`src/rtl/pmod_audio_pwm_rx.sv`:
```
// Fixed-frame PWM audio decoder: measures high time per frame and emits 16-bit PCM samples.
// Optional 3-tap majority glitch filter enabled by defining PMOD_AUDIO_RX_GLITCH_FILTER_EN.
module pmod_audio_pwm_rx #(
    parameter int FRAME_LEN   = 512,
    parameter int SHIFT       = 7,
    parameter int TOL         = 2,
    parameter int LOCK_FRAMES = 2
) (
    input  logic        clk,
    input  logic        rst_n,
    input  logic        pwm_in,
    output logic [15:0] sample_out,
    output logic        sample_valid,
    input  logic        sample_ready,
    output logic        locked,
    output logic        overrun,
    input  logic        err_clr
);
    localparam int CW = 10;
    localparam int LW = $clog2(LOCK_FRAMES + 1);
    localparam logic [CW-1:0] PER_MIN  = CW'(FRAME_LEN - TOL);
    localparam logic [CW-1:0] PER_MAX  = CW'(FRAME_LEN + TOL);
    localparam logic [CW-1:0] TMO      = CW'(FRAME_LEN + TOL + 1);
    localparam logic [LW-1:0] LOCK_MAX = LW'(LOCK_FRAMES);

    typedef enum logic [1:0] {
        ST_HUNT = 2'd0,
        ST_HIGH = 2'd1,
        ST_LOW  = 2'd2
    } state_t;

    // High count to code, clamped to the 16-bit range.
    function automatic logic [15:0] sat_code(input logic [CW-1:0] h);
        logic [CW+SHIFT-1:0] wide;
        logic [15:0]         res;
        wide = {{SHIFT{1'b0}}, h - CW'(1)} << SHIFT;
        if (|wide[CW+SHIFT-1:16]) begin
            res = 16'hFFFF;
        end else begin
            res = wide[15:0];
        end
        return res;
    endfunction

    logic          sync1_r;
    logic          sync2_r;
    logic          s_s;
    logic          s_d_r;
    logic          rise_r;
    logic          fall_r;
    state_t        state_r;
    logic [CW-1:0] hcnt_r;
    logic [CW-1:0] pcnt_r;
    logic [LW-1:0] lock_cnt_r;
    logic [15:0]   sample_r;
    logic          valid_r;
    logic          locked_r;
    logic          overrun_r;
    logic          good_s;
    logic          timeout_s;
    logic [LW-1:0] lock_inc_s;
    logic [15:0]   code_s;

    // Two-flop synchroniser for the asynchronous PWM input.
    always_ff @(posedge clk or negedge rst_n) begin
        if (!rst_n) begin
            sync1_r <= 1'b0;
            sync2_r <= 1'b0;
        end else begin
            sync1_r <= pwm_in;
            sync2_r <= sync1_r;
        end
    end

`ifdef PMOD_AUDIO_RX_GLITCH_FILTER_EN
    logic tap1_r;
    logic tap2_r;
    logic filt_r;

    // Majority of three consecutive samples; single-cycle pulses never win the vote.
    always_ff @(posedge clk or negedge rst_n) begin
        if (!rst_n) begin
            tap1_r <= 1'b0;
            tap2_r <= 1'b0;
            filt_r <= 1'b0;
        end else begin
            tap1_r <= sync2_r;
            tap2_r <= tap1_r;
            filt_r <= (sync2_r & tap1_r) | (sync2_r & tap2_r) | (tap1_r & tap2_r);
        end
    end

    assign s_s = filt_r;
`else
    assign s_s = sync2_r;
`endif

    // Registered rise/fall strobes on the cleaned stream.
    always_ff @(posedge clk or negedge rst_n) begin
        if (!rst_n) begin
            s_d_r  <= 1'b0;
            rise_r <= 1'b0;
            fall_r <= 1'b0;
        end else begin
            s_d_r  <= s_s;
            rise_r <= s_s & ~s_d_r;
            fall_r <= ~s_s & s_d_r;
        end
    end

    // Frame evaluation terms derived from the current counters.
    always_comb begin
        good_s    = (pcnt_r >= PER_MIN) && (pcnt_r <= PER_MAX);
        timeout_s = (hcnt_r >= TMO) || (pcnt_r >= TMO);
        code_s    = sat_code(hcnt_r);
        if (lock_cnt_r == LOCK_MAX) begin
            lock_inc_s = lock_cnt_r;
        end else begin
            lock_inc_s = lock_cnt_r + LW'(1);
        end
    end

    // Frame FSM, lock tracking and the sample handshake with registered outputs.
    always_ff @(posedge clk or negedge rst_n) begin
        if (!rst_n) begin
            state_r    <= ST_HUNT;
            hcnt_r     <= '0;
            pcnt_r     <= '0;
            lock_cnt_r <= '0;
            sample_r   <= 16'h0000;
            valid_r    <= 1'b0;
            locked_r   <= 1'b0;
            overrun_r  <= 1'b0;
        end else begin
            if (err_clr) begin
                overrun_r <= 1'b0;
            end
            if (valid_r && sample_ready) begin
                valid_r <= 1'b0;
            end
            case (state_r)
                ST_HUNT: begin
                    if (rise_r) begin
                        state_r <= ST_HIGH;
                        hcnt_r  <= CW'(1);
                        pcnt_r  <= CW'(1);
                    end
                end
                ST_HIGH: begin
                    if (timeout_s) begin
                        state_r    <= ST_HUNT;
                        hcnt_r     <= '0;
                        pcnt_r     <= '0;
                        lock_cnt_r <= '0;
                        locked_r   <= 1'b0;
                    end else begin
                        pcnt_r <= pcnt_r + CW'(1);
                        if (fall_r) begin
                            state_r <= ST_LOW;
                        end else begin
                            hcnt_r <= hcnt_r + CW'(1);
                        end
                    end
                end
                ST_LOW: begin
                    if (timeout_s) begin
                        state_r    <= ST_HUNT;
                        hcnt_r     <= '0;
                        pcnt_r     <= '0;
                        lock_cnt_r <= '0;
                        locked_r   <= 1'b0;
                    end else if (rise_r) begin
                        state_r <= ST_HIGH;
                        hcnt_r  <= CW'(1);
                        pcnt_r  <= CW'(1);
                        if (good_s) begin
                            lock_cnt_r <= lock_inc_s;
                            locked_r   <= (lock_inc_s == LOCK_MAX);
                            if (lock_inc_s == LOCK_MAX) begin
                                // A fresh sample always wins over a same-cycle accept.
                                sample_r <= code_s;
                                valid_r  <= 1'b1;
                                if (valid_r && !sample_ready) begin
                                    overrun_r <= 1'b1;
                                end
                            end
                        end else begin
                            lock_cnt_r <= '0;
                            locked_r   <= 1'b0;
                        end
                    end else begin
                        pcnt_r <= pcnt_r + CW'(1);
                    end
                end
                default: begin
                    state_r    <= ST_HUNT;
                    hcnt_r     <= '0;
                    pcnt_r     <= '0;
                    lock_cnt_r <= '0;
                    locked_r   <= 1'b0;
                end
            endcase
        end
    end

    assign sample_out   = sample_r;
    assign sample_valid = valid_r;
    assign locked       = locked_r;
    assign overrun      = overrun_r;

endmodule

```
`config.mk`:
```
export PLATFORM = sky130hd
export DESIGN_NAME = pmod_audio_pwm_rx
export DESIGN_NICKNAME = d
export VERILOG_FILES = /design/src/rtl/pmod_audio_pwm_rx.sv
export SDC_FILE = /design/constraint.sdc
export NUM_CORES = 1
export LEC_CHECK = 0
export CAP_MARGIN = 10
export CORE_AREA = 4 4 72 74
export DETAILED_ROUTE_END_ITERATION = 16
export DIE_AREA = 0 0 76 78
export HOLD_SLACK_MARGIN = 0.15
export MAX_ROUTING_LAYER = met4
export PLACE_DENSITY = 0.72
export SETUP_SLACK_MARGIN = 0.15
export SLEW_MARGIN = 10
export SYNTH_ARGS = -nofsm -noshare
export SYNTH_HDL_FRONTEND = slang
export SYNTH_SLANG_ARGS = --single-unit
```
`constraint.sdc`:
```
create_clock -name clk -period 5.5 [get_ports clk]
set_input_delay 0.55 -clock clk [delete_from_list [all_inputs] [get_ports clk]]
set_output_delay 0.55 -clock clk [all_outputs]
set_load 0.1 [all_outputs]
```
==> results of run 1 <==
kinds of logic after synthesis:
logic type	synth area share [%]
buffers and inverters	7.876
adders and majority gates	2.735
DFF	45.95
AOI/OAI and AO/OA	18.54
xor gates and xnor gates	3.064
and+or+nand+nor	21.83
worst reg2reg max path: cells and delay by family, from the launching register on:
family,cells,cell delay (ns)
AOI/OAI and AO/OA,2,1.16
buffers and inverters,1,0.18
DFF,1,0.46
and+or+nand+nor,2,0.75
sequential cells by signal (all words and copies together), names as in the netlist:
register / cells
s_s: 1
locked: 1
sync1_r: 1
pcnt_r: 10
lock_cnt_r: 2
sample_valid: 1
s_d_r: 1
state_r: 2
overrun: 1
fall_r: 1
sample_out: 10
hcnt_r: 10
rise_r: 1
final cells by class:
cell class | count | area, um^2
Fill cell | 437 | 2037
Sequential cell | 42 | 1051
Multi-Input combinational cell | 162 | 1056
Tap cell | 54 | 67.56
Clock buffer | 5 | 68.82
Inverter | 18 | 67.56
Timing Repair Buffer | 23 | 225.2
Clock inverter | 3 | 25.02
metal layers:
metal  global-route usage, %  share of wire (%)
met5                       -                  0
met4                   4.804               0.69
met3                   3.712                4.8
met2                   23.37                 44
met1                   21.10                 50
power by group:
group	switching (mW)	internal, mW
combinational	0.168	0.105
sequential	0.0541	0.337
clock	0.114	0.0917
total	0.336	0.533
metrics by stage:
stage / cell area (um^2) / hold slack (ns) / utilization, % / setup WS, ns / power (mW)
finish: 2561 / 0.3621 / 55.70 / 2.862 / 0.8696
global route: 2561 / 0.3722 / 55.70 / 2.597 / 0.9356
CTS: 2561 / 0.3675 / 55.70 / 2.826 / 0.8794
detailed placement: 2467 / 0.3441 / 53.66 / 2.842 / 0.6720
global placement: 2467 / 0.3385 / 53.66 / 2.951 / 0.6635
floorplan: 2287 / 0.2544 / - / 3.524 / 0.6136
layout by cell type (no fill, tap or decap), types with 3 or more instances in the layout:
master           count
nor3_1               8
clkdlybuf4s50_1     22
xnor2_1              7
nand3_1              9
ha_1                 5
inv_1               18
clkbuf_8             5
o221ai_1             5
o21ai_0             10
nand4_1              4
nor2_1              21
nand2b_1             3
nor4_1               4
or3_1               13
nand2_1             17
a21oi_1              7
dfrtp_1             42
nor2b_1              5
o221ai_2             3
a21o_1               6
a31oi_1             12
how the worst max path moves through the flow:
stage,start,end,depth (start not counted)
floorplan,pcnt_r[3]$_DFFE_PN0P_,hcnt_r[5]$_DFFE_PN0P_,7
global placement,pcnt_r[0]$_DFFE_PN0P_,overrun$_DFF_PN0_,7
detailed placement,pcnt_r[5]$_DFFE_PN0P_,overrun$_DFF_PN0_,5
CTS,pcnt_r[5]$_DFFE_PN0P_,overrun$_DFF_PN0_,5
global route,pcnt_r[5]$_DFFE_PN0P_,overrun$_DFF_PN0_,5
finish,pcnt_r[5]$_DFFE_PN0P_,overrun$_DFF_PN0_,5
==> run_results.csv, run 1 <==
group,metric,value,unit
run_status,status,"finished, final reports clean",
detailed_routing,wl_per_cell,13.66,um
yosys,syn_nets,250,
yosys,ys_seq_elements,42,
die,die_area,5928,um^2
clock_network,ctsResizeCount,0,
yosys,yosysUniqueCellTypes,41,
yosys,synth_flop_cell,"dfrtp_1",
clock_network,cts.clk_slew.worst_paths,0.08,ns
timing,slew_violations,0,
setup_path,cp_data_required_time,5.69,ns
setup_path,crit_family,"compound AO/OA/AOI/OAI gates",
grt,grt_pass1_wl,7521,um
detailed_routing,ant_nets,0,
setup_path,regToRegSetupSlack,2.86,ns
die,core_area,4598,um^2
yosys,synth_top_area_share,45.95,%
die,start_util,49.74,%
die,io_pins,24,
setup_path,path_max_fanout,22,
clock_network,cts_tree,"built",
min_path,min_path_type,"reg2reg",
setup_path,ff2ff_path_depth,5,
grt,grt_max_degree,43,
grt,antenna_found_initial,0,
timing,tightest_slew,1.019,ns
timing,finalCritPeriodShare,47.96,%
detailed_routing,drc,0,
pwr,vdd_drop_max,0.1282,mV
yosys,synth-edff-count,0,
clock_network,cts.sinks,42,
setup_path,critPathLaunchType,"register",
yosys,syn_avg_cell_area,9.530,um^2
timing,fmax,0.3791,GHz
flow_run,drv_cap,0,
yosys,synth-seq-area-share,45.95,%
clock_network,htreeDepth,2,
placement,placedCellCount,299,
timing,setup_viol,0,
grt,grt_usage,15.64,%
layout,area_delta_synth_final,11.98,%
die,die_x,76,um
placement,post-dp-hpwl,3067,um
setup_path,reg2reg_to,"overrun$_DFF_PN0_",
layout,drive_above_1_share,6.719,%
clock_network,root_buffer,"clkbuf_8",
setup_path,end_kind,"register",
clock_network,cts-buffers-inserted,5,
detailed_routing,drtIter0Drc,107,
setup_path,max_stage_delay,0.90,ns
pwr,leakagePower,1.067,nW
yosys,ys_warn_count,0,
setup_path,critPathBufInv,1,
yosys,async_reset_ff_share,100.0,%
setup_path,critical_path.cell_chain,"nand4_1, or4b_4, a2111oi_4, inv_1, o31ai_1",
grt,grt_pass1_vias,1624,
timing,hold_violations,0,
die,fp.dieH,78,um
setup_path,timing.rr.start,"pcnt_r[5]$_DFFE_PN0P_",
yosys,netlist_instances,240,
layout,final_cells,307,
timing,rsz0062_at_grt,"no",
pwr,powerDensity,339.5,nW/um^2
grt,globalRouteOverflowTotal,0,
placement,gp_congestion,0.8732,
detailed_routing,wirelength,4195,um
clock_network,clock_latency,0.30,ns
detailed_routing,drt_first_pass_iters,4,
min_path,hold_path_end,"s_s$_DFF_PN0_",
clock_network,hold_buffers,0,
timing,maxSlewHeadroom,32.10,%
yosys,synth.cell_area,2287,um^2
timing,fin_worst_skew,0.008008,ns
timing,setup_tns,0,ns
setup_path,crit_path_top_delay_cell,"a2111oi_4",
min_path,hp-start,"sync1_r$_DFF_PN0_",
detailed_routing,num_vias,1728,
setup_path,path_class,"reg2reg",
min_path,whs_path_depth,0,
yosys,synth_top_area_cell,"dfrtp_1",
clock_network,cts_buffer_depth,2,
clock_network,cts_setup_buffers,0,
detailed_routing,via_per_inst,5.629,
die,rows,25,
timing,min_period,2.638,ns
yosys,yosysMostFrequentCell,"dfrtp_1",
yosys,synthTopCellsByCount,"dfrtp_1, nor2_1, inv_1, nand2_1, or3_1",
placement,port-buffer-count,23,
layout,diodes,0,
layout,layout.nets,262,
yosys,synthTopCellsByArea,"dfrtp_1, or3_1, nor2_1",
setup_path,arrival,2.83,ns
(Power assumes the default switching activity.)
==> inputs of run 2 (changes only) <==
Clock period 5.5 ns to 2.5 ns, I/O delays scaled along.
==> run 2 against run 1 <==
Effect of this change:
- fmax grew 18%
- first-iteration DRC count grew 60%
- non-clock buffer count grew 8
- critical path depth grew 1
- register-to-register slack lost 2.6 ns
- global-route usage grew 0.50 points
- worst hold slack lost 0.0047 ns
- setup slack lost 2.6 ns
- core utilization grew 0.30 points
- die area is the same
- critical path type unchanged
- largest cell class unchanged
- largest power group unchanged
==> run_results.csv, run 2 (same netlist as run 1, synthesis figures left out) <==
group,metric,value,unit
run_status,status,"finished, final reports clean",
die,fp.dieH,78,um
placement,port-buffer-count,23,
clock_network,root_buffer,"clkbuf_8",
clock_network,clock_latency,0.29,ns
clock_network,htreeDepth,2,
min_path,hp-start,"sync1_r$_DFF_PN0_",
grt,grt_pass1_wl,7617,um
layout,layout.nets,270,
detailed_routing,wirelength,4309,um
timing,min_period,2.232,ns
layout,final_cells,315,
clock_network,cts-buffers-inserted,5,
placement,placedCellCount,306,
detailed_routing,drt_first_pass_iters,5,
clock_network,cts_tree,"built",
setup_path,path_max_fanout,11,
clock_network,cts.clk_slew.worst_paths,0.08,ns
flow_run,drv_cap,0,
detailed_routing,wl_met2,1877,um
pwr,total_power,1.934,mW
grt,grt_pass1_vias,1652,
die,die_area,5928,um^2
timing,setup_ws,0.2679,ns
setup_path,worstSetupStartpoint,"hcnt_r[6]$_DFFE_PN0P_",
die,rows,25,
setup_path,cp_data_required_time,2.71,ns
layout,final_area,2575,um^2
layout,area_delta_synth_final,12.58,%
detailed_routing,num_vias,1822,
timing,finalCritPeriodShare,89.29,%
detailed_routing,ant_nets,0,
setup_path,critPathLaunchType,"register",
setup_path,regToRegSetupSlack,0.27,ns
die,start_util,49.74,%
layout,diodes,0,
setup_path,path_class,"reg2reg",
pwr,vdd_drop_max,0.3087,mV
timing,rsz0062_at_grt,"no",
pwr,leakagePower,1.150,nW
setup_path,timing.rr.start,"hcnt_r[6]$_DFFE_PN0P_",
timing,setup_viol,0,
placement,place_area,2472,um^2
die,core_area,4598,um^2
detailed_routing,drtIter0Drc,171,
die,io_pins,24,
grt,grt_max_degree,43,
setup_path,ff2ff_path_depth,6,
placement,pre_cts_slack,0.2646,ns
timing,worst_hold_slack,0.3574,ns
min_path,min_path_type,"reg2reg",
layout,layout_commonest_cell,"dfrtp_1",
layout,seqCellArea,1051,um^2
pwr,powerDensity,751.2,nW/um^2
die,die_x,76,um
detailed_routing,wl_met3,285,um
timing,fmax,0.4480,GHz
placement,gp_congestion,0.8480,
layout,most-common-layout-cells,"dfrtp_1, buf_4, nor2_1, inv_1, nand2_1",
timing,setup_tns,0,ns
timing,tightest_slew,0.9111,ns
setup_path,arrival,2.44,ns
detailed_routing,top_layer_used,"met4",
grt,antenna_found_initial,0,
setup_path,end_kind,"register",
min_path,hold_path_end,"s_s$_DFF_PN0_",
timing,slew_violations,0,
timing,fin_worst_skew,0.007354,ns
clock_network,cts.sinks,42,
detailed_routing,met1_length,2069,um
clock_network,cts_setup_buffers,0,
placement,post-dp-hpwl,3073,um
timing,maxSlewHeadroom,39.26,%
layout,multi_input_area,1057,um^2
layout,drive_above_1_share,16.86,%
grt,globalRouteOverflowTotal,0,
setup_path,reg2reg_to,"pcnt_r[3]$_DFFE_PN0P_",
detailed_routing,via_per_inst,5.784,
timing,hold_violations,0,
detailed_routing,drc,0,
clock_network,cts_buffer_depth,2,
grt,grt_usage,16.14,%
layout,num-fill-cells,415,
layout,fin_util,56.00,%
min_path,whs_path_depth,0,
detailed_routing,wl_per_cell,13.68,um
[run 2: worst max path at each step]
stage               cells past startpoint                     to  slack (ns)
finish                                  6  pcnt_r[3]$_DFFE_PN0P_        0.27
global route                            5  hcnt_r[5]$_DFFE_PN0P_        0.16
CTS                                     6  hcnt_r[7]$_DFFE_PN0P_        0.25
detailed placement                      6  hcnt_r[7]$_DFFE_PN0P_        0.26
global placement                        6  hcnt_r[3]$_DFFE_PN0P_        0.29
floorplan                               7  hcnt_r[5]$_DFFE_PN0P_        0.52
[run 2: repair_timing]
| action | in CTS | in global routing |
|---|---|---|
| endpoints found under the setup margin | 0 | 6 |
| hold buffers | 1 | 0 |
| hold endpoints to repair | 42 | 0 |
| resized for setup | 0 | 2 |
[run 2: per-layer routing]
metal / global-route usage [%] / vias to the layer above
met5: - / -
met4: 7.295 / 0
met3: 4.756 / 4
met2: 22.26 / 44
met1: 21.79 / 879
li1: - / 895
[run 2: critical path: stages, from the launching register on]
cell     delay, ns
dfrtp_1       0.45
nor4_2        0.35
a31oi_1       0.16
buf_4         0.18
or3_1         0.52
or3_1         0.41
o21ai_0       0.08
[run 2: final cells by class]
type                    count  area share [%]
flip-flops and latches     42           40.82
well taps                  54           2.624
multi-input cells         162           41.06
repair buffers             31           9.329
clock inverters             1          0.1944
inverters                  18           2.624
clock buffers               7           3.353
[run 2: power by group]
part / internal (mW) / total [mW] / switching, mW / leakage, nW
clock network: 0.223 / 0.440 / 0.218 / 0.0482
registers: 0.742 / 0.844 / 0.102 / 0.567
logic: 0.257 / 0.650 / 0.392 / 0.535
total: 1.22 / 1.93 / 0.712 / 1.15
